<file path="config.mk">
export PLATFORM = sky130hd
export DESIGN_NAME = contador_mod_n
export DESIGN_NICKNAME = d
export VERILOG_FILES = /design/src/rtl/contador_pkg.sv /design/src/rtl/dff_nbits_rst.sv /design/src/rtl/contador_mod_n.sv
export SDC_FILE = /design/constraint.sdc
export NUM_CORES = 1
export LEC_CHECK = 0
export ABC_AREA = 1
export CAP_MARGIN = 0
export CELL_PAD_IN_SITES_DETAIL_PLACEMENT = 0
export CELL_PAD_IN_SITES_GLOBAL_PLACEMENT = 1
export CORE_MARGIN = 8
export CORE_UTILIZATION = 37
export CTS_CLUSTER_SIZE = 16
export DETAILED_ROUTE_END_ITERATION = 8
export DONT_BUFFER_PORTS = 1
export PLACE_DENSITY = 0.83
export SYNTH_ARGS = -nofsm -noshare
export SYNTH_HDL_FRONTEND = slang
export SYNTH_SLANG_ARGS = --single-unit
</file>
<file path="constraint.sdc">
create_clock -name CLK -period 1.7 [get_ports CLK]
set_clock_uncertainty 0.05 [all_clocks]
set_input_delay 0.51 -clock CLK [delete_from_list [all_inputs] [get_ports CLK]]
set_output_delay 0.51 -clock CLK [all_outputs]
set_load 0.1 [all_outputs]
</file>
<file path="src/rtl/contador_pkg.sv">
// Shared definitions for the modulus-N counter: mode encodings and
// elaboration-time parameter legality checks.
package contador_pkg;

   localparam logic [1:0] MODO_UP   = 2'b00;
   localparam logic [1:0] MODO_DOWN = 2'b01;
   localparam logic [1:0] MODO_STEP = 2'b10;
   localparam logic [1:0] MODO_LOAD = 2'b11;

   // Upper bound keeps 2**BITS representable in a 32-bit int parameter.
   function automatic bit bits_ok(input int bits);
      return (bits >= 1) && (bits <= 30);
   endfunction

   function automatic bit max_ok(input int bits, input int max_val);
      return (max_val >= 0) && (longint'(max_val) < (longint'(1) << bits));
   endfunction

   function automatic bit step_ok(input int step, input int max_val);
      return (step >= 1) && (step <= max_val);
   endfunction

endpackage

</file>
<file path="src/rtl/dff_nbits_rst.sv">
// N-bit register with synchronous active-high reset and clock enable.
module dff_nbits_rst #(
   parameter int N = 1
) (
   input  logic         clk,
   input  logic         rst,
   input  logic         en,
   input  logic [N-1:0] d,
   output logic [N-1:0] q
);

   always_ff @(posedge clk) begin
      if (rst) begin
         q <= '0;
      end else if (en) begin
         q <= d;
      end
   end

endmodule

</file>
<file path="src/rtl/contador_mod_n.sv">
// Modulus-N up/down/step counter with parallel load, registered wrap pulse
// (RCO) for cascading, and a registered pulse flagging clamped loads.
module contador_mod_n
   import contador_pkg::*;
#(
   parameter int BITS    = 4,
   parameter int MAX_VAL = 2**BITS - 1,
   parameter int STEP    = 3
) (
   input  logic            CLK,
   input  logic            RESET,
   input  logic            ENB,
   input  logic [1:0]      MODO,
   input  logic [BITS-1:0] D,
   output logic [BITS-1:0] Q,
   output logic            RCO,
   output logic            LOAD_ERR
);

   if (!bits_ok(BITS)) begin : g_bad_bits
      $fatal(1, "contador_mod_n: BITS=%0d out of range", BITS);
   end
   if (!max_ok(BITS, MAX_VAL)) begin : g_bad_max
      $fatal(1, "contador_mod_n: MAX_VAL=%0d does not fit in BITS=%0d", MAX_VAL, BITS);
   end
   if (!step_ok(STEP, MAX_VAL)) begin : g_bad_step
      $fatal(1, "contador_mod_n: STEP=%0d must lie in 1..MAX_VAL=%0d", STEP, MAX_VAL);
   end

   // One extra bit so Q+M-STEP never overflows before truncation.
   localparam logic [BITS:0] MAX_W  = (BITS+1)'(MAX_VAL);
   localparam logic [BITS:0] MOD_W  = (BITS+1)'(MAX_VAL + 1);
   localparam logic [BITS:0] STEP_W = (BITS+1)'(STEP);
   localparam logic [BITS:0] ONE_W  = (BITS+1)'(1);

   logic [BITS:0]   q_ext_p0;
   logic [BITS:0]   d_ext_p0;
   logic [BITS:0]   sum_p0;
   logic [BITS-1:0] q_next_p0;
   logic            rco_next_p0;
   logic            lerr_next_p0;
   logic [1:0]      pulse_q_p1;

   always_comb begin
      q_ext_p0     = {1'b0, Q};
      d_ext_p0     = {1'b0, D};
      sum_p0       = q_ext_p0;
      q_next_p0    = Q;
      rco_next_p0  = 1'b0;
      lerr_next_p0 = 1'b0;

      // An illegal (out-of-range) count behaves as the terminal value.
      if (q_ext_p0 > MAX_W) begin
         q_ext_p0 = MAX_W;
      end

      if (ENB) begin
         case (MODO)
            MODO_UP: begin
               if (q_ext_p0 == MAX_W) begin
                  sum_p0      = '0;
                  rco_next_p0 = 1'b1;
               end else begin
                  sum_p0 = q_ext_p0 + ONE_W;
               end
               q_next_p0 = BITS'(sum_p0);
            end
            MODO_DOWN: begin
               if (q_ext_p0 == '0) begin
                  sum_p0      = MAX_W;
                  rco_next_p0 = 1'b1;
               end else begin
                  sum_p0 = q_ext_p0 - ONE_W;
               end
               q_next_p0 = BITS'(sum_p0);
            end
            MODO_STEP: begin
               if (q_ext_p0 >= STEP_W) begin
                  sum_p0 = q_ext_p0 - STEP_W;
               end else begin
                  sum_p0      = q_ext_p0 + MOD_W - STEP_W;
                  rco_next_p0 = 1'b1;
               end
               q_next_p0 = BITS'(sum_p0);
            end
            MODO_LOAD: begin
               if (d_ext_p0 <= MAX_W) begin
                  sum_p0 = d_ext_p0;
               end else begin
                  sum_p0       = MAX_W;
                  lerr_next_p0 = 1'b1;
               end
               q_next_p0 = BITS'(sum_p0);
            end
            default: begin
               q_next_p0 = Q;
            end
         endcase
      end
   end

   // Stage boundary: count and pulse registers.
   dff_nbits_rst #(.N(BITS)) u_q_reg (
      .clk (CLK),
      .rst (RESET),
      .en  (ENB),
      .d   (q_next_p0),
      .q   (Q)
   );

   dff_nbits_rst #(.N(2)) u_pulse_reg (
      .clk (CLK),
      .rst (RESET),
      .en  (1'b1),
      .d   ({rco_next_p0, lerr_next_p0}),
      .q   (pulse_q_p1)
   );

   assign RCO      = pulse_q_p1[1];
   assign LOAD_ERR = pulse_q_p1[0];

   always @(posedge CLK) begin
      if (!RESET && ENB) begin
         assert (!$isunknown(MODO))
         else $error("contador_mod_n: MODO is X/Z while enabled");
      end
   end

endmodule
</file>
==> impl_metrics.toml <==
[setup_path]
cp.arrival_ns = 0.97
critPathSlowestCell = "sky130_fd_sc_hd__dfxtp_2"
crit_path_end_kind = "primary output"
max_stage_delay_ns = 0.40
r2r_setup_slack_ns = 0.41
critical_path.startpoint_type = "register"
cp.buffers_inverters = 1
critPathTopFamily = "flip-flops"
timing.critical_path.cells = "buf_4"
critPathKind = "reg2out"
worst-endpoint-required_ns = 1.14
cp_max_fo = 8

[sta]
worst_slack_ns = 0.174
final_period_minus_worst_setup_slack_ns = 1.53
finalSetupTns_ns = 0
fmaxAchievable_mhz = 655
final_min_period_over_clock_period_pct = 89.8
final.hold.worst_slack_ns = 0.272
setup_viol = 0
rsz_0062_raised_after_global_routing = "false"
timing_max_transition_violations_final = 0
number_of_endpoints_with_negative_hold_slack_in_the_final_report = 0

[route]
route.final.wire_length_um = 1150
remaining_routing_drc_violations = 0
postRouteAntennaNets = 0
avgRoutedWirePerCell_um = 10.4
drt_first_iter_violations = 22
drtPass1Iterations = 4
dr_total_vias = 531
detail_route.vias_per_cell = 4.78

[clock_network]
tritoncts = "built"
ctsRootBufferMaster = "sky130_fd_sc_hd__clkbuf_4"
post-cts-setup-buffers = 0
cts_hold_buffers = 0
clkSlewWorstSetupHoldPaths_ns = 0.04
clock_tree.buffer_depth = 2
clkLatencyLatePin_ns = 0.24
cts_inserted_buffers = 3
cts_sinks = 5
post_cts_resize_count = 0
h-tree-depth = 1

[die]
floorplan.io_pins = 15
die_x_um = 52.5
floorplan.core_area_sq_um = 1270
initial_utilization_pct = 39.0
core.rowCount = 13
die-area_sq_um = 2760
chipHeight_um = 52.5

[pwr]
power_frac_comb_pct = 40.6
worst_ir_drop_vdd_mv = 0.432
power_density_nw_per_um2 = 816
power.clock.fraction_pct = 28.4
leakage_nw = 0.324
power.sequential.fraction_pct = 31.0
report.power.total_mw = 0.479
power.net_switching_mw = 0.206
netSwitchingFraction_pct = 43.0
power_report.internal_total_mw = 0.273

[global_routing]
global_route.overflow_total = 0
largest_net_degree_at_the_start_of_global_routing = 9
first_global_vias = 443
antenna_violations_before_repair = 0
grt.total_usage_pct = 9.07
global_route_wire_length_before_repair_um = 1890

[finish]
register_area_sq_um = 105
postLayoutCoreUtil_pct = 46.3
most-common-layout-cells = "sky130_fd_sc_hd__nand2_1 (28), sky130_fd_sc_hd__inv_1 (15), sky130_fd_sc_hd__nand3_1 (9), sky130_fd_sc_hd__nor2_1 (8), sky130_fd_sc_hd__o21ai_0 (5)"
final_nets = 109
antennaDiodeCount = 0
drive_above_1_share_pct = 18.8
synthToLayoutAreaGrowth_pct = 18.7
fillCellCount = 139
area_occupied_by_multi_input_gates_sq_um = 323
final_common_cell = "sky130_fd_sc_hd__nand2_1"

[placement]
routabilityCongestion = 0.826
place_worst_setup_slack_ns = 0.420
dp_hpwl_um = 944
placement.io_buffers = 0

[synth]
synthesis.instances = 88
synth_seq_area_share_pct = 20.3
syn_area_per_cell_sq_um = 5.62
synthDistinctLibCells = 17
yosys_register_bits = 5
synthesis.area_sq_um = 494
postSynthNetCount = 100
ys.warnings.count = 0

[hold_path]
hold_class = "in2reg"

[run]
maxCapViolations = 0

[status]
outcome = "finished, final reports clean"
stage by stage:
step	cell area (sq um)	instances
after CTS	587	111
after global routing	587	111
after global placement	561	107
final	587	111
after detailed placement	561	107
after floorplan	499	88
final timing paths:
path	cells after the start	from	end
setup reg to reg	7	u_q_reg.q[0]$_SDFFE_PP0P_	u_q_reg.q[3]$_SDFFE_PP0P_
setup / recovery	1	u_q_reg.q[3]$_SDFFE_PP0P_	Q[3]
hold / removal	1	RESET	u_q_reg.q[2]$_SDFFE_PP0P_
hold reg to reg	2	u_q_reg.q[2]$_SDFFE_PP0P_	u_q_reg.q[2]$_SDFFE_PP0P_
per-layer routing:
layer	track usage, %	wire length [um]
met5	0	0
met3	4.83	63
met4	1.29	0
met1	11.8	568
met2	13.0	518
state kept, by name, indices dropped and copies added, names as in the netlist:
name and count:
u_q_reg.q 4, u_pulse_reg.q 1
kinds of logic after synthesis:
kind of cell	after synthesis	synth area share (%)
other	1	0.759
buffers and inverters	18	14.4
AND/OR/NAND/NOR	49	42.5
AO/OA/AOI/OAI	12	14.4
adder cells (fa/ha/maj)	3	7.60
flip-flops	5	20.3
power groups by stage:
stage	sequential [mW]	clock, mW	combinational, mW
after floorplan	0.212	0	0.0951
after global placement	0.151	0	0.196
after detailed placement	0.151	0	0.195
after CTS	0.149	0.142	0.195
after global routing	0.150	0.163	0.213
final	0.149	0.136	0.194
synth_stat cells (all sizes together):
cell | n | share of area, %
nand3 | 9 | 9.1
nand2 | 28 | 21
buf | 1 | 1.5
ha | 3 | 7.6
nand4 | 2 | 2.5
nor2 | 10 | 9.6
a21oi | 5 | 6.6
inv | 17 | 13
dfxtp | 5 | 20
conb | 1 | 0.76
a31oi | 1 | 1.3
o21ai | 5 | 5.1
o21bai | 1 | 1.5
cell type report:
cell class	count	share of cell area [%]
flip-flops and latches	5	17.9
clock buffers	4	4.48
multi-input cells	65	55.0
well taps	15	3.20
inverters	17	10.9
repair buffers	5	8.53
No activity file was read; power rests on OpenSTA's default activity.
